==> config.mk <==
export PLATFORM = sky130hd
export DESIGN_NAME = bldc_deadtime_flat
export DESIGN_NICKNAME = d
export VERILOG_FILES = /design/src/rtl/bldc_deadtime_pkg.sv /design/src/rtl/bldc_deadtime_if.sv /design/src/rtl/bldc_deadtime_phase.sv /design/src/rtl/bldc_deadtime.sv /design/src/flat_wrapper.sv
export SDC_FILE = /design/constraint.sdc
export NUM_CORES = 1
export LEC_CHECK = 0
export CAP_MARGIN = 20
export CORE_MARGIN = 3
export CORE_UTILIZATION = 55
export CTS_CLUSTER_DIAMETER = 80
export DETAILED_ROUTE_END_ITERATION = 10
export GPL_TIMING_DRIVEN = 0
export PLACE_DENSITY_LB_ADDON = 0.05
export SETUP_SLACK_MARGIN = 0.5
export SYNTH_ARGS = -nofsm -noshare
export SYNTH_HDL_FRONTEND = slang
export SYNTH_SLANG_ARGS = --single-unit
==> constraint.sdc <==
create_clock -name clk -period 2.9 [get_ports clk]
set_input_delay 0.58 -clock clk [delete_from_list [all_inputs] [get_ports clk]]
set_output_delay 0.58 -clock clk [all_outputs]
set_load 0.03 [all_outputs]
==> src/rtl/bldc_deadtime_pkg.sv <==
// Shared types and helpers for the bldc gate-drive conditioning stage:
// phase FSM states, request decode codes and counter sizing.
package bldc_deadtime_pkg;

  localparam int NUM_PHASES = 3;
  localparam int PHASE_U    = 0;
  localparam int PHASE_V    = 1;
  localparam int PHASE_W    = 2;

  typedef enum logic [1:0] {
    PH_IDLE = 2'd0,
    PH_HIGH = 2'd1,
    PH_LOW  = 2'd2
  } phase_state_e;

  typedef enum logic [1:0] {
    WANT_OFF     = 2'd0,
    WANT_HI      = 2'd1,
    WANT_LO      = 2'd2,
    WANT_ILLEGAL = 2'd3
  } want_e;

  function automatic want_e decode_want(input logic p, input logic n);
    case ({p, n})
      2'b10:   return WANT_HI;
      2'b01:   return WANT_LO;
      2'b11:   return WANT_ILLEGAL;
      default: return WANT_OFF;
    endcase
  endfunction

  function automatic int max_int(input int a, input int b);
    return (a > b) ? a : b;
  endfunction

  // One width serves both the dead-time and the min-pulse counter.
  function automatic int cnt_width(input int deadtime, input int min_pulse);
    return $clog2(max_int(deadtime, min_pulse) + 1);
  endfunction

endpackage

==> src/rtl/bldc_deadtime_if.sv <==
// Signal bundle between the bldc PWM stage (master) and the dead-time
// conditioning stage (slave) that drives the power-stage gate pins.
interface bldc_deadtime_if;

  logic       enable;
  logic [2:0] req_p;
  logic [2:0] req_n;
  logic       fault_in;
  logic       fault_clear;
  logic [2:0] gate_p;
  logic [2:0] gate_n;
  logic       fault_latched;
  logic [7:0] illegal_cnt;

  modport master (
    output enable, req_p, req_n, fault_in, fault_clear,
    input  gate_p, gate_n, fault_latched, illegal_cnt
  );

  modport slave (
    input  enable, req_p, req_n, fault_in, fault_clear,
    output gate_p, gate_n, fault_latched, illegal_cnt
  );

endinterface

==> src/rtl/bldc_deadtime_phase.sv <==
// One half-bridge phase: IDLE/HIGH/LOW FSM with dead-time and min-pulse
// counters, plus rising-edge detection of shoot-through requests.
module bldc_deadtime_phase
  import bldc_deadtime_pkg::*;
#(
  parameter int DEADTIME  = 50,
  parameter int MIN_PULSE = 10
) (
  input  logic clk,
  input  logic rst_n,
  input  logic kill,
  input  logic req_p,
  input  logic req_n,
  output logic gate_p,
  output logic gate_n,
  output logic illegal_rise
);

  localparam int CW = cnt_width(DEADTIME, MIN_PULSE);
  localparam logic [CW-1:0] DEAD_LOAD  = CW'(DEADTIME - 1);
  localparam logic [CW-1:0] PULSE_LOAD = CW'(max_int(MIN_PULSE, 1) - 1);

  want_e        want;
  want_e        held;
  phase_state_e state_q, state_d;
  logic [CW-1:0] dcnt_q, dcnt_d;
  logic [CW-1:0] pcnt_q, pcnt_d;
  logic         illegal_q;
  logic         gate_p_q, gate_n_q;

  assign want = decode_want(req_p, req_n);
  assign held = (state_q == PH_HIGH) ? WANT_HI : WANT_LO;

  // NOTE: every variable gets a default at the top of always_comb, so no
  // path through the case/if tree can leave one unassigned and infer a latch.
  always_comb begin
    state_d = state_q;
    dcnt_d  = dcnt_q;
    pcnt_d  = pcnt_q;
    if (kill) begin
      state_d = PH_IDLE;
      dcnt_d  = DEAD_LOAD;
    end else begin
      unique case (state_q)
        PH_IDLE: begin
          if (dcnt_q != '0) begin
            dcnt_d = dcnt_q - CW'(1);
          end else if (want == WANT_HI) begin
            state_d = PH_HIGH;
            pcnt_d  = PULSE_LOAD;
          end else if (want == WANT_LO) begin
            state_d = PH_LOW;
            pcnt_d  = PULSE_LOAD;
          end
        end
        PH_HIGH, PH_LOW: begin
          if (pcnt_q != '0) begin
            pcnt_d = pcnt_q - CW'(1);
          end else if (want != held) begin
            // Any change, including a direct HIGH<->LOW request, goes via IDLE.
            state_d = PH_IDLE;
            dcnt_d  = DEAD_LOAD;
          end
        end
        default: begin
          state_d = PH_IDLE;
          dcnt_d  = DEAD_LOAD;
        end
      endcase
    end
  end

  // NOTE: sequential state uses non-blocking assignments so every register
  // samples the pre-edge values regardless of statement order.
  always_ff @(posedge clk or negedge rst_n) begin
    if (!rst_n) begin
      state_q   <= PH_IDLE;
      dcnt_q    <= DEAD_LOAD;
      pcnt_q    <= '0;
      illegal_q <= 1'b0;
      gate_p_q  <= 1'b0;
      gate_n_q  <= 1'b0;
    end else begin
      state_q   <= state_d;
      dcnt_q    <= dcnt_d;
      pcnt_q    <= pcnt_d;
      illegal_q <= (want == WANT_ILLEGAL);
      gate_p_q  <= (state_d == PH_HIGH);
      gate_n_q  <= (state_d == PH_LOW);
    end
  end

  assign gate_p       = gate_p_q;
  assign gate_n       = gate_n_q;
  assign illegal_rise = (want == WANT_ILLEGAL) && !illegal_q;

endmodule

==> src/rtl/bldc_deadtime.sv <==
// Gate-drive conditioning downstream of the bldc PWM stage: input register,
// fault synchroniser/latch, three phase FSMs and the shoot-through counter.
module bldc_deadtime
  import bldc_deadtime_pkg::*;
#(
  parameter int DEADTIME    = 50,
  parameter int MIN_PULSE   = 10,
  parameter int SYNC_STAGES = 2
) (
  input logic              clk,
  input logic              rst_n,
  bldc_deadtime_if.slave   bus
);

  logic [NUM_PHASES-1:0]  req_p_q, req_n_q;
  logic [SYNC_STAGES-1:0] fault_sync_q;
  logic                   fault_sync;
  logic                   fault_latched_q;
  logic                   kill;
  logic [NUM_PHASES-1:0]  gate_p, gate_n, illegal_rise;
  logic [1:0]             rise_sum;
  logic [8:0]             cnt_sum;
  logic [7:0]             illegal_cnt_q;

  always_ff @(posedge clk or negedge rst_n) begin
    if (!rst_n) begin
      req_p_q <= '0;
      req_n_q <= '0;
    end else begin
      req_p_q <= bus.req_p;
      req_n_q <= bus.req_n;
    end
  end

  // The synchronised fault kills directly so the bridge does not wait
  // an extra cycle for the latch to set.
  assign fault_sync = fault_sync_q[SYNC_STAGES-1];
  assign kill       = !bus.enable || fault_latched_q || fault_sync;

  always_ff @(posedge clk or negedge rst_n) begin
    if (!rst_n) begin
      fault_sync_q    <= '0;
      fault_latched_q <= 1'b0;
    end else begin
      fault_sync_q <= {fault_sync_q[SYNC_STAGES-2:0], bus.fault_in};
      if (fault_sync) begin
        fault_latched_q <= 1'b1;
      end else if (bus.fault_clear) begin
        fault_latched_q <= 1'b0;
      end
    end
  end

  for (genvar i = 0; i < NUM_PHASES; i++) begin : g_phase
    bldc_deadtime_phase #(
      .DEADTIME  (DEADTIME),
      .MIN_PULSE (MIN_PULSE)
    ) u_phase (
      .clk          (clk),
      .rst_n        (rst_n),
      .kill         (kill),
      .req_p        (req_p_q[i]),
      .req_n        (req_n_q[i]),
      .gate_p       (gate_p[i]),
      .gate_n       (gate_n[i]),
      .illegal_rise (illegal_rise[i])
    );
  end

  assign rise_sum = 2'(illegal_rise[PHASE_U]) + 2'(illegal_rise[PHASE_V])
                  + 2'(illegal_rise[PHASE_W]);
  assign cnt_sum  = {1'b0, illegal_cnt_q} + {7'd0, rise_sum};

  always_ff @(posedge clk or negedge rst_n) begin
    if (!rst_n) begin
      illegal_cnt_q <= '0;
    end else begin
      illegal_cnt_q <= cnt_sum[8] ? 8'hFF : cnt_sum[7:0];
    end
  end

  assign bus.gate_p        = gate_p;
  assign bus.gate_n        = gate_n;
  assign bus.fault_latched = fault_latched_q;
  assign bus.illegal_cnt   = illegal_cnt_q;

endmodule

==> src/flat_wrapper.sv <==
// flat-port wrapper written by rule: the top's interface ports become plain ports
module bldc_deadtime_flat import bldc_deadtime_pkg::*;
#(
  parameter int DEADTIME    = 50,
  parameter int MIN_PULSE   = 10,
  parameter int SYNC_STAGES = 2
)
  (clk, rst_n, bus_enable, bus_req_p, bus_req_n, bus_fault_in, bus_fault_clear, bus_gate_p, bus_gate_n, bus_fault_latched, bus_illegal_cnt);
  bldc_deadtime_if bus_i ();
  input logic clk;
  input logic rst_n;
  input wire logic [$bits(bus_i.enable)-1:0] bus_enable;
  input wire logic [$bits(bus_i.req_p)-1:0] bus_req_p;
  input wire logic [$bits(bus_i.req_n)-1:0] bus_req_n;
  input wire logic [$bits(bus_i.fault_in)-1:0] bus_fault_in;
  input wire logic [$bits(bus_i.fault_clear)-1:0] bus_fault_clear;
  output wire logic [$bits(bus_i.gate_p)-1:0] bus_gate_p;
  output wire logic [$bits(bus_i.gate_n)-1:0] bus_gate_n;
  output wire logic [$bits(bus_i.fault_latched)-1:0] bus_fault_latched;
  output wire logic [$bits(bus_i.illegal_cnt)-1:0] bus_illegal_cnt;
  assign bus_i.enable = bus_enable;
  assign bus_i.req_p = bus_req_p;
  assign bus_i.req_n = bus_req_n;
  assign bus_i.fault_in = bus_fault_in;
  assign bus_i.fault_clear = bus_fault_clear;
  assign bus_gate_p = bus_i.gate_p;
  assign bus_gate_n = bus_i.gate_n;
  assign bus_fault_latched = bus_i.fault_latched;
  assign bus_illegal_cnt = bus_i.illegal_cnt;
  bldc_deadtime #(.DEADTIME(DEADTIME), .MIN_PULSE(MIN_PULSE), .SYNC_STAGES(SYNC_STAGES)) u_core (.clk(clk), .rst_n(rst_n), .bus(bus_i));
endmodule
==> results by group, run 1 <==
Status
  • Status: finished clean

Power
  • Sw Ratio: 0.2917
  • Power share of the combinational group: 0.191
  • Cell Pwr Density: 500.7 nW/um^2
  • Sw power: 0.0006894 W
  • Sequential share of power: 0.463
  • Clock power share: 0.345
  • Internal power: 0.001674 W
  • Leakage: 2.080 nW
  • Max IR drop VDD: 0.3562 mV
  • Total power: 0.002363 W

Global route
  • Global route overflow: 0
  • Pin count of the biggest net entering global routing: 69
  • Initial antenna violation count: 0
  • First-pass GRT wire length: 13550 um
  • Vias in the first global route: 3034
  • Total GRT Usage: 0.1958

Floorplan
  • Starting Density: 0.5803
  • Die area: 8432 um^2
  • FP Rows: 30
  • Vert. Die Dim: 91.83 um
  • Die X: 91.83 um
  • Core Area: 6982 um^2
  • IO Pins: 26

STA
  • Fin. Hold Viols: 0
  • Final Skew: 0.004659 ns
  • Slew @ Worst Pin: 0.8275 ns
  • Tcrit/Tclk final: 0.8065
  • Final Max Tran Viols: 0
  • Hold Slack: 0.3241 ns
  • Max_slew headroom: 0.4483
  • Peak Freq: 427.5 MHz
  • Final worst slack: 0.5610 ns
  • RSZ-0062 raised after global routing: yes
  • Final Critical Period: 2.339 ns
  • Sum Neg Setup Slack: 0 ns
  • Final setup viols: 0

Worst setup path
  • FF-to-FF Start: u_core.g_phase[0].u_phase.pcnt_q[3]
  • Worst reg-to-reg path cell count: 6
  • Critical path type: flop to flop
  • Critical R2R Capture: u_core.g_phase[0].u_phase.dcnt_q[3]
  • Worst reg2reg setup slack: 0.56 ns
  • Worst Setup SP: u_core.g_phase[0].u_phase.pcnt_q[3]
  • Startpoint types: flop
  • Req. time, crit path: 3.17 ns
  • Arrival time worst endpoint: 2.61 ns
  • Crit-path max FO: 10
  • Crit. End Element: flop

Synth
  • Seq/Total Area, Yosys: 0.4228
  • EDFF count, synth: 0
  • Synthesized instance count: 422
  • Synth cell types: 57
  • Async SR Flop Fraction: 1.000
  • Post-synthesis cell area: 4051 um^2
  • FF+latch count, synth: 68
  • Synth Warn #: 0
  • Syn_nets: 473
  • Post-synth top flop: dfrtp_1
  • Mean Syn Cell Area: 9.600 um^2

Final layout
  • Final-layout fill cell count: 571
  • Most used cells in the layout excluding fill and tap cells: dfrtp_1, inv_1, ha_1
  • Area Growth Syn to Fin: 16.49%
  • Most common cell after layout, fill and taps aside: dfrtp_1
  • Nets: 513
  • Share of post-route cells with drive strength above 1: 0.1285
  • Antenna Cells: 0
  • Multi-input gate area: 2176 um^2
  • Reg area: 1713 um^2

Drt
  • Number of vias per cell: 5.654
  • Residual DRC count: 0
  • Number of DRC markers in iteration 0: 150
  • Routed Antenna Nets: 0
  • Via count: 3183
  • Final wirelength: 8112 um
  • First-pass DRT Iterations: 4
  • DR WL/cell: 14.41 um

Placement
  • Buffers on Ports: 25
  • GPL Wtd Cong: 0.8650
  • Pre-CTS setup slack: 0.03921 ns
  • Detailed placement HPWL: 5502 um

Clock network
  • CTS HTree Levels: 3
  • Later-pin clock latency in the skew report: 0.34 ns
  • CTS hold repair buffers: 0
  • Clk pin slew, worst setup/hold paths: 0.08 ns
  • Clock buffer depth: 2
  • CTS Buf Count: 9
  • Clk sinks: 68
  • Root Driver: clkbuf_8
  • CTS tree: done

Job
  • Max cap viols: 0

Hold path
  • Hold crit path type: input pin to async pin
-- what timing repair did --
| item | CTS | global route |
|---|---|---|
| buffers inserted | 0 | 4 |
| gates resized for setup | 6 | 14 |
| endpoints found under the setup margin | 15 | 16 |
| pin swaps | 0 | 2 |
-- power by group through the flow --
stage | combinational, W | sequential, W | clock (W)
detailed placement | 0.000437 | 0.00111 | 0
global route | 0.000495 | 0.00111 | 0.000878
CTS | 0.000443 | 0.00109 | 0.000844
global placement | 0.000428 | 0.00111 | 0
floorplan | 0.000172 | 0.00120 | 0
finish | 0.000452 | 0.00110 | 0.000816
-- flip-flops by register name, indices dropped and copies added, names as in the netlist, 2 cells and up --
signal                            cells
u_core.g_phase.u_phase.gate_n         3
u_core.g_phase.u_phase.pcnt_q        18
u_core.g_phase.u_phase.state_q        6
u_core.req_n_q                        3
u_core.req_p_q                        3
u_core.fault_sync_q                   2
u_core.g_phase.u_phase.gate_p         3
u_core.bus.illegal_cnt                8
u_core.g_phase.u_phase.illegal_q      3
u_core.g_phase.u_phase.dcnt_q        18
-- layout make-up --
class,count,share of cell area
sequential,68,0.3629
inverter,35,0.02784
clock inverter,5,0.01246
clock buffer,11,0.03208
multi-input combinational,304,0.4610
timing repair buffer,29,0.05885
tap,96,0.02545
buffer,15,0.01935
-- metal layers --
metal / wire, um / GRT usage / part of all wire / up-vias
met5: 0 / 0 / 0 / -
met3: 230 / 0.04266 / 0.028 / 11
li1: - / - / - / 1588
met4: 106 / 0.06807 / 0.013 / 0
met1: 3720 / 0.2474 / 0.46 / 1545
met2: 4055 / 0.3317 / 0.50 / 39
-- logic make-up after synthesis --
kind of cell             after synthesis  share of synthesized area
AO/OA/AOI/OAI                         87                     0.1495
multiplexers                           4                    0.01019
adder cells (fa/ha/maj)               40                     0.1272
buffers and inverters                 50                    0.05374
AND/OR/NAND/NOR                      163                     0.2150
XOR/XNOR                              10                    0.02162
flip-flops                            68                     0.4228
-- through the flow --
stage          instance area [um^2]    util  std cells
2_1_floorplan                  4051       -        422
3_3_place_gp                   4422  0.6333        543
3_5_place_dp                   4419  0.6330        543
4_1_cts                        4652  0.6663        559
5_1_grt                        4720  0.6760        563
6_report                       4720  0.6760        563
-- worst max path at each step --
stage / to / slack (ns)
after CTS: u_core.bus.illegal_cnt[4] / 0.50
after global placement: u_core.g_phase[2].u_phase.pcnt_q[2] / -1.04
final: u_core.g_phase[0].u_phase.dcnt_q[3] / 0.56
after global routing: u_core.g_phase[2].u_phase.pcnt_q[3] / 0.45
after floorplan: u_core.bus.illegal_cnt[4] / 0.62
after detailed placement: u_core.g_phase[0].u_phase.pcnt_q[3] / 0.04
-- worst max-delay path: stages, from the launching register on --
cell,delay [ns]
dfrtp_1,0.41
or3_4,0.38
or3b_4,0.40
o31a_1,0.31
buf_6,0.14
or4b_4,0.51
a21oi_2,0.12
-- cells in the mapped netlist (all sizes together) (3+ instances only) --
library cell,instances,area [um^2]
dfstp,9,236.5
and2,5,31.28
nand3b,5,37.54
o221ai,3,26.28
nand3,18,90.09
a32o,4,40.04
mux2i,3,30.03
and3,7,43.79
nand2b,10,62.56
a31oi,3,18.77
clkbuf,8,30.03
o31ai,9,67.56
dfrtp,59,1476
buf,7,56.30
nor2,25,93.84
nand2,33,123.9
or4,4,30.03
o21ai,15,75.07
inv,35,131.4
a21oi,21,105.1
nand4,4,25.02
xnor2,7,61.31
o31a,3,26.28
o21a,4,30.03
nor4,12,75.07
nor3,18,90.09
nor3b,3,27.52
xor2,3,26.28
ha,38,475.5
a41oi,3,26.28
nor2b,11,68.82
a22o,3,27.53
Note: power is estimated with default switching activity, not from simulation.
==> run 2, diff against run 1 <==
==> constraint.sdc (replaced) <==
create_clock -name clk -period 2.23 [get_ports clk]
set_input_delay 0.446 -clock clk [delete_from_list [all_inputs] [get_ports clk]]
set_output_delay 0.446 -clock clk [all_outputs]
set_load 0.03 [all_outputs]
==> run 2 against run 1 <==
The run now ends with setup timing left. Hold slack lost 0.15 ns. Via count up 12%. Register-to-register slack got worse by 0.60 ns. Cell area grew 24%. Flip-flop and latch count unchanged. Wire length grew 34%. Critical path type unchanged. Highest routed layer unchanged.
==> results by group, run 2 (synthesis results as in run 1) <==
Clock network
  • Clk sinks: 68 (unchanged)
  • CTS HTree Levels: 3 (unchanged)
  • Later-pin clock latency in the skew report: 0.36 ns (was 0.34 ns)
  • Clock buffer depth: 2 (unchanged)
  • CTS tree: done (unchanged)
  • CTS Buf Count: 9 (unchanged)
  • CTS hold repair buffers: 0 (unchanged)
  • Clk pin slew, worst setup/hold paths: 0.08 ns (about the same)
  • Root Driver: clkbuf_8 (unchanged)

Worst setup path
  • Crit-path max FO: 5 (was 10)
  • Startpoint types: flop (unchanged)
  • Arrival time worst endpoint: 2.56 ns (was 2.61 ns)
  • Crit. End Element: flop (unchanged)
  • Req. time, crit path: 2.52 ns (was 3.17 ns)
  • Critical path type: flop to flop (unchanged)

Final layout
  • Core Util, Final: 0.8369 (was 0.6760)
  • Most common cell after layout, fill and taps aside: dfrtp_1 (unchanged)
  • Most used cells in the layout excluding fill and tap cells: dfrtp_1, buf_4, nand2_1 (was dfrtp_1, inv_1, ha_1)
  • Area Growth Syn to Fin: 44.22% (was 16.49%)
  • Share of post-route cells with drive strength above 1: 0.3976 (was 0.1285)
  • Final Non-Filler Cells: 604 (was 563)
  • Antenna Cells: 0 (unchanged)
  • Nets: 554 (was 513)

Status
  • Status: complete, but fails checks (was finished clean)
  • Failing checks: setup timing

Floorplan
  • Die X: 91.83 um (unchanged)
  • Starting Density: 0.5803 (unchanged)
  • Core Area: 6982 um^2 (unchanged)
  • Vert. Die Dim: 91.83 um (unchanged)
  • Die area: 8432 um^2 (unchanged)
  • FP Rows: 30 (unchanged)
  • IO Pins: 26 (unchanged)

Drt
  • Via count: 3566 (was 3183)
  • Final wirelength: 10870 um (was 8112 um)
  • First-pass DRT Iterations: 5 (was 4)
  • Number of DRC markers in iteration 0: 189 (was 150)
  • Routed Antenna Nets: 0 (unchanged)
  • Number of vias per cell: 5.904 (was 5.654)
  • DR WL/cell: 17.99 um (was 14.41 um)
  • Residual DRC count: 0 (unchanged)

Power
  • Sw power: 0.001026 W (was 0.0006894 W)
  • Internal power: 0.002203 W (was 0.001674 W)
  • Clock power share: 0.324 (was 0.345)
  • Sw Ratio: 0.3178 (was 0.2917)
  • Power share of the combinational group: 0.229 (was 0.191)
  • Sequential share of power: 0.447 (was 0.463)
  • Leakage: 2.492 nW (was 2.080 nW)
  • Max IR drop VDD: 0.5037 mV (was 0.3562 mV)
  • Cell Pwr Density: 552.6 nW/um^2 (was 500.7 nW/um^2)

STA
  • Final Critical Period: 2.271 ns (was 2.339 ns)
  • Fin. Hold Viols: 0 (unchanged)
  • Max_slew headroom: 0.4140 (was 0.4483)
  • RSZ-0062 raised after global routing: yes (unchanged)
  • Final setup viols: 1 (was 0)
  • Hold Slack: 0.1774 ns (was 0.3241 ns)
  • Slew @ Worst Pin: 0.8789 ns (was 0.8275 ns)
  • Peak Freq: 440.4 MHz (was 427.5 MHz)
  • Final Max Tran Viols: 0 (unchanged)
  • Final Skew: 0.01374 ns (was 0.004659 ns)
  • Sum Neg Setup Slack: -0.04064 ns (was 0 ns)
  • Tcrit/Tclk final: 1.018 (was 0.8065)
  • Final worst slack: -0.04064 ns (was 0.5610 ns)

Global route
  • First-pass GRT wire length: 17030 um (was 13550 um)
  • Global route overflow: 0 (unchanged)
  • Total GRT Usage: 0.2503 (was 0.1958)
  • Vias in the first global route: 3611 (was 3034)
  • Initial antenna violation count: 0 (unchanged)
  • Pin count of the biggest net entering global routing: 69 (unchanged)

Placement
  • Detailed placement HPWL: 5631 um (was 5502 um)
  • Buffers on Ports: 25 (unchanged)
  • GPL Wtd Cong: 0.8305 (was 0.8650)
  • Number of placed cells counting well taps: 543 (unchanged)

Job
  • Max cap viols: 0 (unchanged)

Hold path
  • Hold crit path type: input pin to async pin (unchanged)
[run 2: worst paths after layout]
path | from | endpoint | slack [ns] | depth (start not counted)
hold / removal | rst_n | u_core.bus.illegal_cnt[6] | 0.18 | 1
max in group asynchronous | rst_n | u_core.g_phase[0].u_phase.state_q[1] | 1.39 | 1
setup reg to reg | u_core.g_phase[0].u_phase.pcnt_q[4] | u_core.g_phase[0].u_phase.dcnt_q[3] | -0.04 | 6
setup / recovery | u_core.g_phase[0].u_phase.pcnt_q[4] | u_core.g_phase[0].u_phase.dcnt_q[3] | -0.04 | 6
min in group clk | u_core.fault_sync_q[0] | u_core.fault_sync_q[1] | 0.37 | 0
hold reg to reg | u_core.fault_sync_q[0] | u_core.fault_sync_q[1] | 0.37 | 0
[run 2: power groups by stage]
stage / registers [W] / logic [W] / clock network [W]
6_report: 0.00144 / 0.000740 / 0.00105
5_1_grt: 0.00146 / 0.000797 / 0.00111
4_1_cts: 0.00143 / 0.000670 / 0.00107
3_5_place_dp: 0.00145 / 0.000612 / 0
3_3_place_gp: 0.00145 / 0.000596 / 0
2_1_floorplan: 0.00156 / 0.000260 / 0
[run 2: through the flow]
step / setup slack, ns / power, W / instance area [um^2]
CTS: -0.04774 / 0.003162 / 5456
finish: -0.04064 / 0.003229 / 5843
floorplan: 0.01870 / 0.001821 / 4170
global route: -0.1039 / 0.003364 / 5843
detailed placement: -0.5129 / 0.002062 / 4538
global placement: -1.814 / 0.002044 / 4541
[run 2: critical path: stages (launching register included)]
cell and delay [ns]:
dfrtp_1 0.39, or3_4 0.40, or3b_4 0.38, o31a_1 0.29, buf_6 0.13, or4b_4 0.51
a21oi_2 0.12
[run 2: final cells by class]
class	count	area [um^2]
Fill cell	402	1139
Clock inverter	6	63.81
Tap cell	96	120.1
Multi-Input combinational cell	304	2853
Buffer	15	155.1
Inverter	35	147.6
Timing Repair Buffer	70	646.9
Sequential cell	68	1719
Clock buffer	10	137.6
[run 2: layer usage]
layer	up-vias	track usage	wire [um]
met2	102	0.4309	5697
met3	25	0.05250	486
met1	1769	0.3064	4484
met5	-	0	0
li1	1670	-	-
met4	0	0.09901	199
[run 2: repair_timing]
action / in CTS / in global routing
gates resized for setup: 132 / 56
pin swaps: 26 / 26
endpoints found under the setup margin: 71 / 56
gates cloned: 1 / 1
setup buffers: 26 / 17
